## src/rtl/mcu_bus_ctrl_pkg.sv

```systemverilog
// Shared definitions for the MCU bus controller: region codes, address map,
// DMA state encoding and the CPU address decoder.
package mcu_bus_ctrl_pkg;

  localparam logic [2:0] REGION_ROM  = 3'd0;
  localparam logic [2:0] REGION_VRAM = 3'd1;
  localparam logic [2:0] REGION_ERAM = 3'd2;
  localparam logic [2:0] REGION_WRAM = 3'd3;
  localparam logic [2:0] REGION_OAM  = 3'd4;
  localparam logic [2:0] REGION_IO   = 3'd5;
  localparam logic [2:0] REGION_NONE = 3'd7;

  localparam logic [15:0] ROM_END       = 16'h7FFF;
  localparam logic [15:0] VRAM_BASE     = 16'h8000;
  localparam logic [15:0] ERAM_BASE     = 16'hA000;
  localparam logic [15:0] WRAM_BASE     = 16'hC000;
  localparam logic [15:0] ECHO_BASE     = 16'hE000;
  localparam logic [15:0] OAM_BASE      = 16'hFE00;
  localparam logic [15:0] UNUSABLE_BASE = 16'hFEA0;
  localparam logic [15:0] IO_BASE       = 16'hFF00;
  localparam logic [15:0] HRAM_BASE     = 16'hFF80;
  localparam logic [15:0] REG_DMA       = 16'hFF46;
  localparam logic [15:0] REG_IE        = 16'hFFFF;

  typedef enum logic [1:0] {
    DMA_IDLE,
    DMA_START,
    DMA_RD,
    DMA_WR
  } dmaState_e;

  typedef enum logic [1:0] {
    BUS_CPU,
    BUS_HOLD,
    BUS_DMA_RD,
    BUS_DMA_WR
  } busSel_e;

  typedef enum logic [3:0] {
    TGT_ROM,
    TGT_VRAM,
    TGT_ERAM,
    TGT_WRAM,
    TGT_ECHO,
    TGT_OAM,
    TGT_UNUSABLE,
    TGT_IO,
    TGT_DMA,
    TGT_HRAM,
    TGT_IE
  } target_e;

  function automatic target_e decodeTarget(input logic [15:0] addr);
    target_e t;
    if (addr <= ROM_END)            t = TGT_ROM;
    else if (addr < ERAM_BASE)      t = TGT_VRAM;
    else if (addr < WRAM_BASE)      t = TGT_ERAM;
    else if (addr < ECHO_BASE)      t = TGT_WRAM;
    else if (addr < OAM_BASE)       t = TGT_ECHO;
    else if (addr < UNUSABLE_BASE)  t = TGT_OAM;
    else if (addr < IO_BASE)        t = TGT_UNUSABLE;
    else if (addr == REG_DMA)       t = TGT_DMA;
    else if (addr < HRAM_BASE)      t = TGT_IO;
    else if (addr == REG_IE)        t = TGT_IE;
    else                            t = TGT_HRAM;
    return t;
  endfunction

  function automatic logic [2:0] targetRegion(input target_e t);
    logic [2:0] r;
    case (t)
      TGT_ROM:              r = REGION_ROM;
      TGT_VRAM:             r = REGION_VRAM;
      TGT_ERAM:             r = REGION_ERAM;
      TGT_WRAM, TGT_ECHO:   r = REGION_WRAM;
      TGT_OAM:              r = REGION_OAM;
      TGT_IO:               r = REGION_IO;
      default:              r = REGION_NONE;
    endcase
    return r;
  endfunction

endpackage

```

## src/rtl/mcu_oam_dma.sv

```systemverilog
// OAM DMA engine: alternating read/write of DMA_LEN bytes into FE00.. from a
// page selected by the FF46 write.
//   state     | meaning
//   DMA_IDLE  | no transfer, CPU owns the bus
//   DMA_START | one dead cycle after the FF46 write
//   DMA_RD    | read source byte {src, idx}
//   DMA_WR    | write captured byte to FE00 + idx
module mcu_oam_dma
  import mcu_bus_ctrl_pkg::*;
#(
  parameter int DMA_LEN = 160
) (
  input  logic        iClock,
  input  logic        iReset,
  input  logic        iStart,
  input  logic [7:0]  iSrc,
  input  logic [7:0]  iBusData,
  output busSel_e     oBusSel,
  output logic [15:0] oDmaAddr,
  output logic [7:0]  oDmaData,
  output logic [7:0]  oSrcReg,
  output logic        oActive
);

  localparam logic [7:0] LAST_IDX = 8'(DMA_LEN - 1);

  dmaState_e  state, stateNext;
  logic [7:0] idx, idxNext;
  logic [7:0] srcReg, srcEff, captureReg;

  always_ff @(posedge iClock) begin
    if (iReset) begin
      state      <= DMA_IDLE;
      idx        <= 8'h00;
      srcReg     <= 8'h00;
      captureReg <= 8'h00;
    end else begin
      state <= stateNext;
      idx   <= idxNext;
      if (iStart) srcReg <= iSrc;
      if (state == DMA_RD) captureReg <= iBusData;
    end
  end

  always_comb begin
    stateNext = state;
    idxNext   = idx;
    unique case (state)
      DMA_IDLE:  stateNext = DMA_IDLE;
      DMA_START: stateNext = DMA_RD;
      DMA_RD:    stateNext = DMA_WR;
      DMA_WR: begin
        if (idx == LAST_IDX) begin
          stateNext = DMA_IDLE;
          idxNext   = 8'h00;
        end else begin
          stateNext = DMA_RD;
          idxNext   = idx + 8'h01;
        end
      end
      default: stateNext = DMA_IDLE;
    endcase
    // A new FF46 write always wins, including in the final WR cycle.
    if (iStart) begin
      stateNext = DMA_START;
      idxNext   = 8'h00;
    end
  end

  // Sources E0..FF alias down to C0..DF (echo of WRAM).
  assign srcEff = (srcReg >= 8'hE0) ? (srcReg & 8'hDF) : srcReg;

  always_comb begin
    oBusSel  = BUS_CPU;
    oDmaAddr = {srcEff, idx};
    unique case (state)
      DMA_IDLE:  oBusSel = BUS_CPU;
      DMA_START: oBusSel = BUS_HOLD;
      DMA_RD:    oBusSel = BUS_DMA_RD;
      DMA_WR: begin
        oBusSel  = BUS_DMA_WR;
        oDmaAddr = OAM_BASE + {8'h00, idx};
      end
      default:   oBusSel = BUS_CPU;
    endcase
  end

  assign oDmaData = captureReg;
  assign oSrcReg  = srcReg;
  assign oActive  = (state != DMA_IDLE);

endmodule

```

## src/rtl/mcu_bus_ctrl.sv

```systemverilog
// CPU-side memory bus controller: region decode, internal HRAM/IE/FF46,
// external bus forwarding and arbitration against the OAM DMA engine.
module mcu_bus_ctrl
  import mcu_bus_ctrl_pkg::*;
#(
  parameter int DMA_LEN    = 160,
  parameter int HRAM_DEPTH = 127
) (
  input  logic        iClock,
  input  logic        iReset,
  input  logic [15:0] iCpuAddr,
  input  logic [7:0]  iCpuData,
  input  logic        iCpuWe,
  input  logic        iCpuReadRequest,
  output logic [7:0]  oCpuData,
  output logic [15:0] oBusAddr,
  output logic [7:0]  oBusData,
  output logic        oBusWe,
  output logic        oBusRe,
  input  logic [7:0]  iBusData,
  output logic [2:0]  oRegion,
  output logic        oDmaActive
);

  target_e     cpuTarget;
  logic        cpuExternal, cpuHighRam, dmaStart, dmaActive;
  busSel_e     busSel;
  logic [15:0] dmaAddr;
  logic [7:0]  dmaData, dmaReg, ieReg, readMux;
  logic [6:0]  hramIdx;
  logic [7:0]  hram [HRAM_DEPTH];

  assign cpuTarget  = decodeTarget(iCpuAddr);
  assign cpuExternal = !(cpuTarget inside {TGT_UNUSABLE, TGT_DMA, TGT_HRAM, TGT_IE});
  assign cpuHighRam = (cpuTarget == TGT_HRAM) || (cpuTarget == TGT_IE);
  assign dmaStart   = iCpuWe && (cpuTarget == TGT_DMA);
  assign hramIdx    = iCpuAddr[6:0];

  mcu_oam_dma #(
    .DMA_LEN (DMA_LEN)
  ) uDma (
    .iClock   (iClock),
    .iReset   (iReset),
    .iStart   (dmaStart),
    .iSrc     (iCpuData),
    .iBusData (iBusData),
    .oBusSel  (busSel),
    .oDmaAddr (dmaAddr),
    .oDmaData (dmaData),
    .oSrcReg  (dmaReg),
    .oActive  (dmaActive)
  );

  assign oDmaActive = dmaActive;

  always_comb begin
    oBusAddr = (cpuTarget == TGT_ECHO) ? (iCpuAddr & ~16'h2000) : iCpuAddr;
    oBusData = iCpuData;
    oBusWe   = 1'b0;
    oBusRe   = 1'b0;
    oRegion  = REGION_NONE;
    unique case (busSel)
      BUS_CPU: begin
        if (cpuExternal) begin
          oRegion = targetRegion(cpuTarget);
          oBusWe  = iCpuWe;
          oBusRe  = iCpuReadRequest & ~iCpuWe;
        end
      end
      BUS_HOLD: oRegion = REGION_NONE;
      BUS_DMA_RD: begin
        oBusAddr = dmaAddr;
        oBusRe   = 1'b1;
        oRegion  = targetRegion(decodeTarget(dmaAddr));
      end
      BUS_DMA_WR: begin
        oBusAddr = dmaAddr;
        oBusData = dmaData;
        oBusWe   = 1'b1;
        oRegion  = REGION_OAM;
      end
      default: oRegion = REGION_NONE;
    endcase
  end

  // While DMA owns the bus only HRAM and IE are visible to the CPU.
  always_comb begin
    readMux = 8'hFF;
    if (!dmaActive || cpuHighRam) begin
      unique case (cpuTarget)
        TGT_HRAM:     readMux = hram[hramIdx];
        TGT_IE:       readMux = ieReg;
        TGT_DMA:      readMux = dmaReg;
        TGT_UNUSABLE: readMux = 8'hFF;
        default:      readMux = iBusData;
      endcase
    end
  end

  always_ff @(posedge iClock) begin
    if (iReset) begin
      oCpuData <= 8'h00;
      ieReg    <= 8'h00;
    end else begin
      oCpuData <= readMux;
      if (iCpuWe && cpuTarget == TGT_IE) ieReg <= iCpuData;
    end
  end

  always_ff @(posedge iClock) begin
    if (!iReset && iCpuWe && cpuTarget == TGT_HRAM) hram[hramIdx] <= iCpuData;
  end

endmodule

```

## config.mk

```make
export PLATFORM = sky130hd
export DESIGN_NAME = mcu_bus_ctrl
export DESIGN_NICKNAME = d
export VERILOG_FILES = /design/src/rtl/mcu_bus_ctrl_pkg.sv /design/src/rtl/mcu_oam_dma.sv /design/src/rtl/mcu_bus_ctrl.sv
export SDC_FILE = /design/constraint.sdc
export NUM_CORES = 1
export LEC_CHECK = 0
export BUFFER_PORTS_ARGS = -buffer_cell sky130_fd_sc_hd__buf_2
export CAP_MARGIN = 5
export CORE_MARGIN = 2
export CORE_UTILIZATION = 52
export CTS_BUF_LIST = sky130_fd_sc_hd__clkbuf_8
export CTS_CLUSTER_SIZE = 14
export DETAILED_ROUTE_END_ITERATION = 12
export PLACE_DENSITY_LB_ADDON = 0.2
export RECOVER_POWER = 25
export SYNTH_ARGS = -nofsm -noshare
export SYNTH_HDL_FRONTEND = slang
export SYNTH_SLANG_ARGS = --single-unit
```

## constraint.sdc

```tcl
create_clock -name iClock -period 6.6 [get_ports iClock]
set_clock_uncertainty 0.1 [all_clocks]
set_input_delay 0.99 -clock iClock [delete_from_list [all_inputs] [get_ports iClock]]
set_output_delay 0.99 -clock iClock [all_outputs]
set_load 0.02 [all_outputs]
```

==> results.md, run 1 <==
* Initial Utilization at between 50 and 60%
* RSZ-0062 raised after global routing: false
* XOR/XNOR Fraction of Synth Area at 0.129%
* Layout cells sized above 1 at about 15%
* Clk Latency, worst-skew pair at 830 ps
* Clock transition at the registers of the reported paths at 60 ps
* GRT Util Overall at 31.1%
* Post-synthesis mux area share at ~4.7%
* Final period util at between 70 and 80%
* # setup viols final at 0
* R2R depth at 5
* Most used DFF post-synth: edfxtp_1
* Core area at 77,600 um^2
* 1st-pass router iterations at 8
* Number of hold violations in the final report at 0
* Fin crit period at just over 5000 ps
* Yosys warning total at 0
* CTS Buf Count at 164
* Crit path kind: in -> out
* Synthesis-stage register bit count at 1,058
* Adder-Cell Fraction of Synth Area at less than 1%
* CP Max Fanout at 51
* First-pass GRT wire length at approximately 180,000 um
* Resize count post-CTS at 0
* Actual slew at the worst max-slew pin at 3640 ps
* GR met1 Demand/Resource at 42.4%
* WP data arrival at roughly 4000 ps
* CTS tree: done
* Syn Inst Count at 2,554
* Largest family of logic cells by synthesized area: compound AO/OA/AOI/OAI gates
* Cell total after placement at 3,571
* GR peak layer: met2
* # DRC at 0
* CTS Root Cell: clkbuf_8
* WL per Instance at 32.8 um
* Synth Area in Simple Gates at 5.47%
* WP data required at 5510 ps
* Vias per cell at about 6.7
* Status: complete, but fails checks
* Placer Congestion at 0.933
* Initial antenna violation count at 9
* Syn Nets at around 2,600
* FFs w/ async S/R, synth at 0%
* Failing checks: capacitance limit, slew limit
* Port Buffer Count at 73
* Lkg Pwr at 14.4 nW
* NumNets Final at 2,740
* Die Ht at 284 um
* Sink Count at roughly 1,100
* IO Pins at 74
* Via count at between 20,000 and 30,000
* Layout area overhead at 10.7%
* Fin Setup TNS at 0 ps
* Crit start category: input port
* M2 GR Usage at 47.1%
* Hold Crit Class: in -> reg
* H-tree depth at 4
* Die area at 80,800 um^2
* Cell Area, Synth at around 40,000 um^2
* Crit. End Element: output pin
* Synth Area in Compound Gates at 10.5%
* Final instance area at 45,200 um^2
* Netlist cell types at 80
* Sequential element share of the synthesized area at 76.7%
* Vias in the first global route at around 25,000
* Max clock buf depth at 3
* Post-CTS Hold Fix Bufs at 0
* Met3 usage at around 8.3%
* Placed Area at ~42,000 um^2
* Largest net degree at the start of global routing at 89
* Pwr per Cell Area at 289 nW/um^2
* Worst setup margin at ~1500 ps
* Post-DP HPWL at 76,900 um
* Max Cap Viol at 12
* Routed Antenna Nets at 0
* Syn avg cell area at 16.0 um^2
* Place WS at 1420 ps
* Hold-critical path depth at 3
* Setup Fix Bufs, Post-CTS at 0
* Slew Limit Fails at approximately 560
* Worst VDD drop at roughly 0.00020 V
* EDFF count, synth at 1,016
* Fmax achieved at around 0.20 GHz
* WL final at 127,000 um
* Starting DRT DRC Count at between 3,000 and 4,000
* Grt ovf at 0
* Std cell rows at 102
* Final Non-Filler Cells at 3,864
* Max transition margin at -142%
* Die X at 284 um
-- final timing paths --
check | start | end | slack, ps
hold reg to reg | ieReg[3] | ieReg[3] | 360
setup reg to reg | hram[78][5] | oCpuData[5] | 3610
setup / recovery | iCpuData[7] | oBusData[7] | 1500
hold / removal | iBusData[4] | uDma.oDmaData[4] | 340
-- cell type report --
cell class              instances  area (um^2)
fillers                      5968        32400
flip-flops and latches       1058        31400
multi-input cells            1310         8630
clock buffers                 165         2270
well taps                    1040         1300
repair buffers                150          951
clock inverters               123          658
inverters                      13         48.8
diodes                          5         12.5
-- cell usage after synthesis (18+ instances only) --
cell type	number	share of area, %
o221ai_1	46	0.99
o21ai_0	62	0.76
nand2_1	101	0.93
buf_2	78	0.96
o22ai_1	285	4.4
nand3_1	24	0.29
dfxtp_1	42	2.1
nor4_1	27	0.41
mux2_2	69	1.9
a21oi_1	94	1.2
buf_4	18	0.33
edfxtp_1	1016	75
nor3_1	39	0.48
nor2_1	223	2.0
mux2i_1	89	2.2
clkbuf_1	58	0.53
o22a_1	24	0.51
a211oi_1	18	0.33
-- report_power, final --
group          total (mW)  leakage (nW)  internal, mW  switching (mW)
clock                5.02          1.70          2.46            2.55
sequential           7.37          9.47          7.36         0.00323
combinational       0.702          3.20         0.171           0.530
total                13.1          14.4          10.0            3.09
-- metal layers --
| metal | up-vias | part of all wire [%] | wire, um |
|---|---|---|---|
| met3 | 361 | 13 | 16000 |
| met2 | 1987 | 45 | 57400 |
| met1 | 13000 | 37 | 47300 |
| met4 | 8 | 4.8 | 6040 |
| li1 | 10600 | - | - |
| met5 | - | 0.043 | 54 |
-- stage by stage --
| step | utilization [%] | hold slack [ps] | power, mW |
|---|---|---|---|
| after floorplan | - | 336 | 7.82 |
| after global placement | 54.6 | 344 | 8.18 |
| after detailed placement | 54.6 | 349 | 8.18 |
| after CTS | 58.3 | 283 | 13.1 |
| after global routing | 58.3 | 336 | 13.4 |
| final | 58.3 | 342 | 13.1 |
-- sequential cells by signal, indices dropped and copies added (netlist names) --
name and count:
hram 1016, ieReg 8, oCpuData 8, uDma.idx 8, uDma.oDmaData 8, uDma.oSrcReg 8
uDma.state 2
-- cells by family after synthesis --
group / count (synthesis)
flops: 1058
fa+ha+maj: 7
compound gates: 646
buf+inv: 186
xor+xnor: 6
mux: 169
simple gates: 482
-- layout by cell type, fill, tap and decap left out, types with 18 or more instances in the layout --
cell and count:
nand2_1 99, nor3_1 39, nand3_1 23, dfxtp_1 42
clkbuf_1 18, nor4_1 27, o22ai_1 285, buf_2 62
inv_1 66, clkinv_2 19, o22a_1 24, o21ai_0 62
clkbuf_8 166, edfxtp_1 1016, a21oi_1 94, a211oi_1 18
clkinv_1 35, nor2_1 223, mux2_2 69, buf_4 65
mux2i_1 89, o221ai_1 46
-- worst max-delay path: stages --
cell	delay [ps]
clkbuf_1	2310
mux2_2	490
buf_2	180
(Power assumes the default switching activity.)
==> inputs of run 2 (changes only) <==
==> constraint.sdc (replaced) <==
create_clock -name iClock -period 5.1 [get_ports iClock]
set_clock_uncertainty 0.1 [all_clocks]
set_input_delay 0.765 -clock iClock [delete_from_list [all_inputs] [get_ports iClock]]
set_output_delay 0.765 -clock iClock [all_outputs]
set_load 0.02 [all_outputs]
==> results.md, run 2 (synthesis results as in run 1) <==
* Die X at 284 um
* Layout cells sized above 1 at 17.4%
* Starting DRT DRC Count at 3,963
* # setup viols final at 0
* Most frequent cells in the layout: 1,016 x edfxtp_1, 285 x o22ai_1, 223 x nor2_1
* Seq pwr share at about 56%
* Largest Register: hram
* Cell family with most CP delay: buffers and inverters
* Worst VDD drop at ~0.00023 V
* Final period util at 91.0%
* Vias per cell at 6.64
* Internal at 13.1 mW
* Comb pwr share at 5.4%
* Pwr per Cell Area at roughly 370 nW/um^2
* Failing checks: capacitance limit, slew limit
* Actual slew at the worst max-slew pin at roughly 4300 ps
* Crit start category: input port
* Sink Count at 1,058
* Setup Fix Bufs, Post-CTS at 0
* Critical-path cell list: buf_4 > clkbuf_1
* Clock transition at the registers of the reported paths at 60 ps
* Critical path's slowest cell: clkbuf_1
* WP data arrival at 4520 ps
* Routed Antenna Nets at 0
* Die Ht at 284 um
* Status: complete, but fails checks
* WL final at between 100,000 and 150,000 um
* Core area at roughly 78,000 um^2
* Clk Latency, worst-skew pair at approximately 840 ps
* Port Buffer Count at 73
* Fmax achieved at 0.215 GHz
* Post-DP HPWL at 77,000 um
* Placer Congestion at around 0.9
* # DRC at 0
* Die area at 80,800 um^2
* Hold Crit Class: in -> reg
* Critical Path Max Stage Delay at 3040 ps
* Max Cap Viol at 8
* Max transition margin at -186%
* Clk pwr share at 38.7%
* Crit path kind: in -> reg
* CTS Root Cell: clkbuf_8
* Vias in the first global route at 25,400
* Fin crit period at 4640 ps
* Std cell rows at 102
* Initial antenna violation count at 6
* Resize count post-CTS at 0
* RSZ-0062 raised after global routing: false
* CTS tree: done
* Psw at 3.97 mW
* Crit. End Element: flip-flop
* Grt ovf at 0
* Post-CTS Hold Fix Bufs at 0
* Lkg Pwr at ~15 nW
* Via count at roughly 26,000
* Largest net degree at the start of global routing at 97
* CP Max Fanout at 78
* Fin Setup TNS at 0 ps
* Layout area overhead at 12.2%
* Slew Limit Fails at 428
* Number of hold violations in the final report at 0
* First-pass GRT wire length at approximately 180,000 um
* GRT Util Overall at a little under a third
* Max clock buf depth at 3
* Switching Share at 23.3%
* IO Pins at 74
* WP data required at 4980 ps
* Max reg flops at about 1,000
* CTS Buf Count at 162
* 1st-pass router iterations at 6
* H-tree depth at 4
* WL per Instance at 32.3 um
* Bufs and invs on worst path at 2
* NumNets Final at around 2,800
* Commonest non-fill, non-tap cell in the layout: edfxtp_1
* Initial Utilization at a little over half
* WHS at 98.7 ps
[run 2: changes by cell type in the layout (fill, tap and decap cells not counted), moves of 7 or more]
cell	previous run	this run
clkinv_1	35	46
buf_12	3	10
clkbuf_1	18	10
inv_1	66	59
buf_4	65	127
[run 2: worst paths after layout]
| check | start | endpoint | slack, ps | cells past startpoint |
|---|---|---|---|---|
| worst max-delay path | iCpuData[0] | hram[98][0] | 460 | 2 |
| worst min-delay path | iBusData[5] | oCpuData[5] | 100 | 2 |
| worst max register to register | hram[125][6] | oCpuData[6] | 2170 | 8 |
| worst min register to register | ieReg[1] | ieReg[1] | 360 | 2 |
[run 2: metrics by stage]
stage	setup slack, ps	area [um^2]	util, %	cells	total power, mW
floorplan	1620	40900	-	2554	10.1
global placement	498	42900	55.3	3632	10.6
detailed placement	450	42900	55.3	3632	10.6
CTS	803	45900	59.1	3922	17.1
global route	353	45800	59.0	3923	17.5
finish	457	45800	59.1	3926	17.1
[run 2: cell type report]
type	instances	area, um^2
multi-input combinational	1310	8620
inverter	13	48.8
tap	1040	1300
clock buffer	165	2270
sequential	1058	31400
antenna	4	10.0
clock inverter	125	697
timing repair buffer	211	1530
fill	5909	31800
[run 2: routing by layer]
metal	share of wire (%)	global-route usage, %	vias up
met5	0.0087	0	-
met4	4.6	13.7	2
met3	12	7.56	332
met2	45	47.2	1895
met1	38	43.3	13100
li1	-	-	10700
[run 2: power groups by stage]
stage | clock network [mW] | logic, mW | registers (mW)
6_report | 6.60 | 0.924 | 9.53
5_1_grt | 6.99 | 0.948 | 9.53
4_1_cts | 6.64 | 0.904 | 9.52
3_5_place_dp | 0 | 0.902 | 9.71
3_3_place_gp | 0 | 0.894 | 9.71
2_1_floorplan | 0 | 0.411 | 9.71
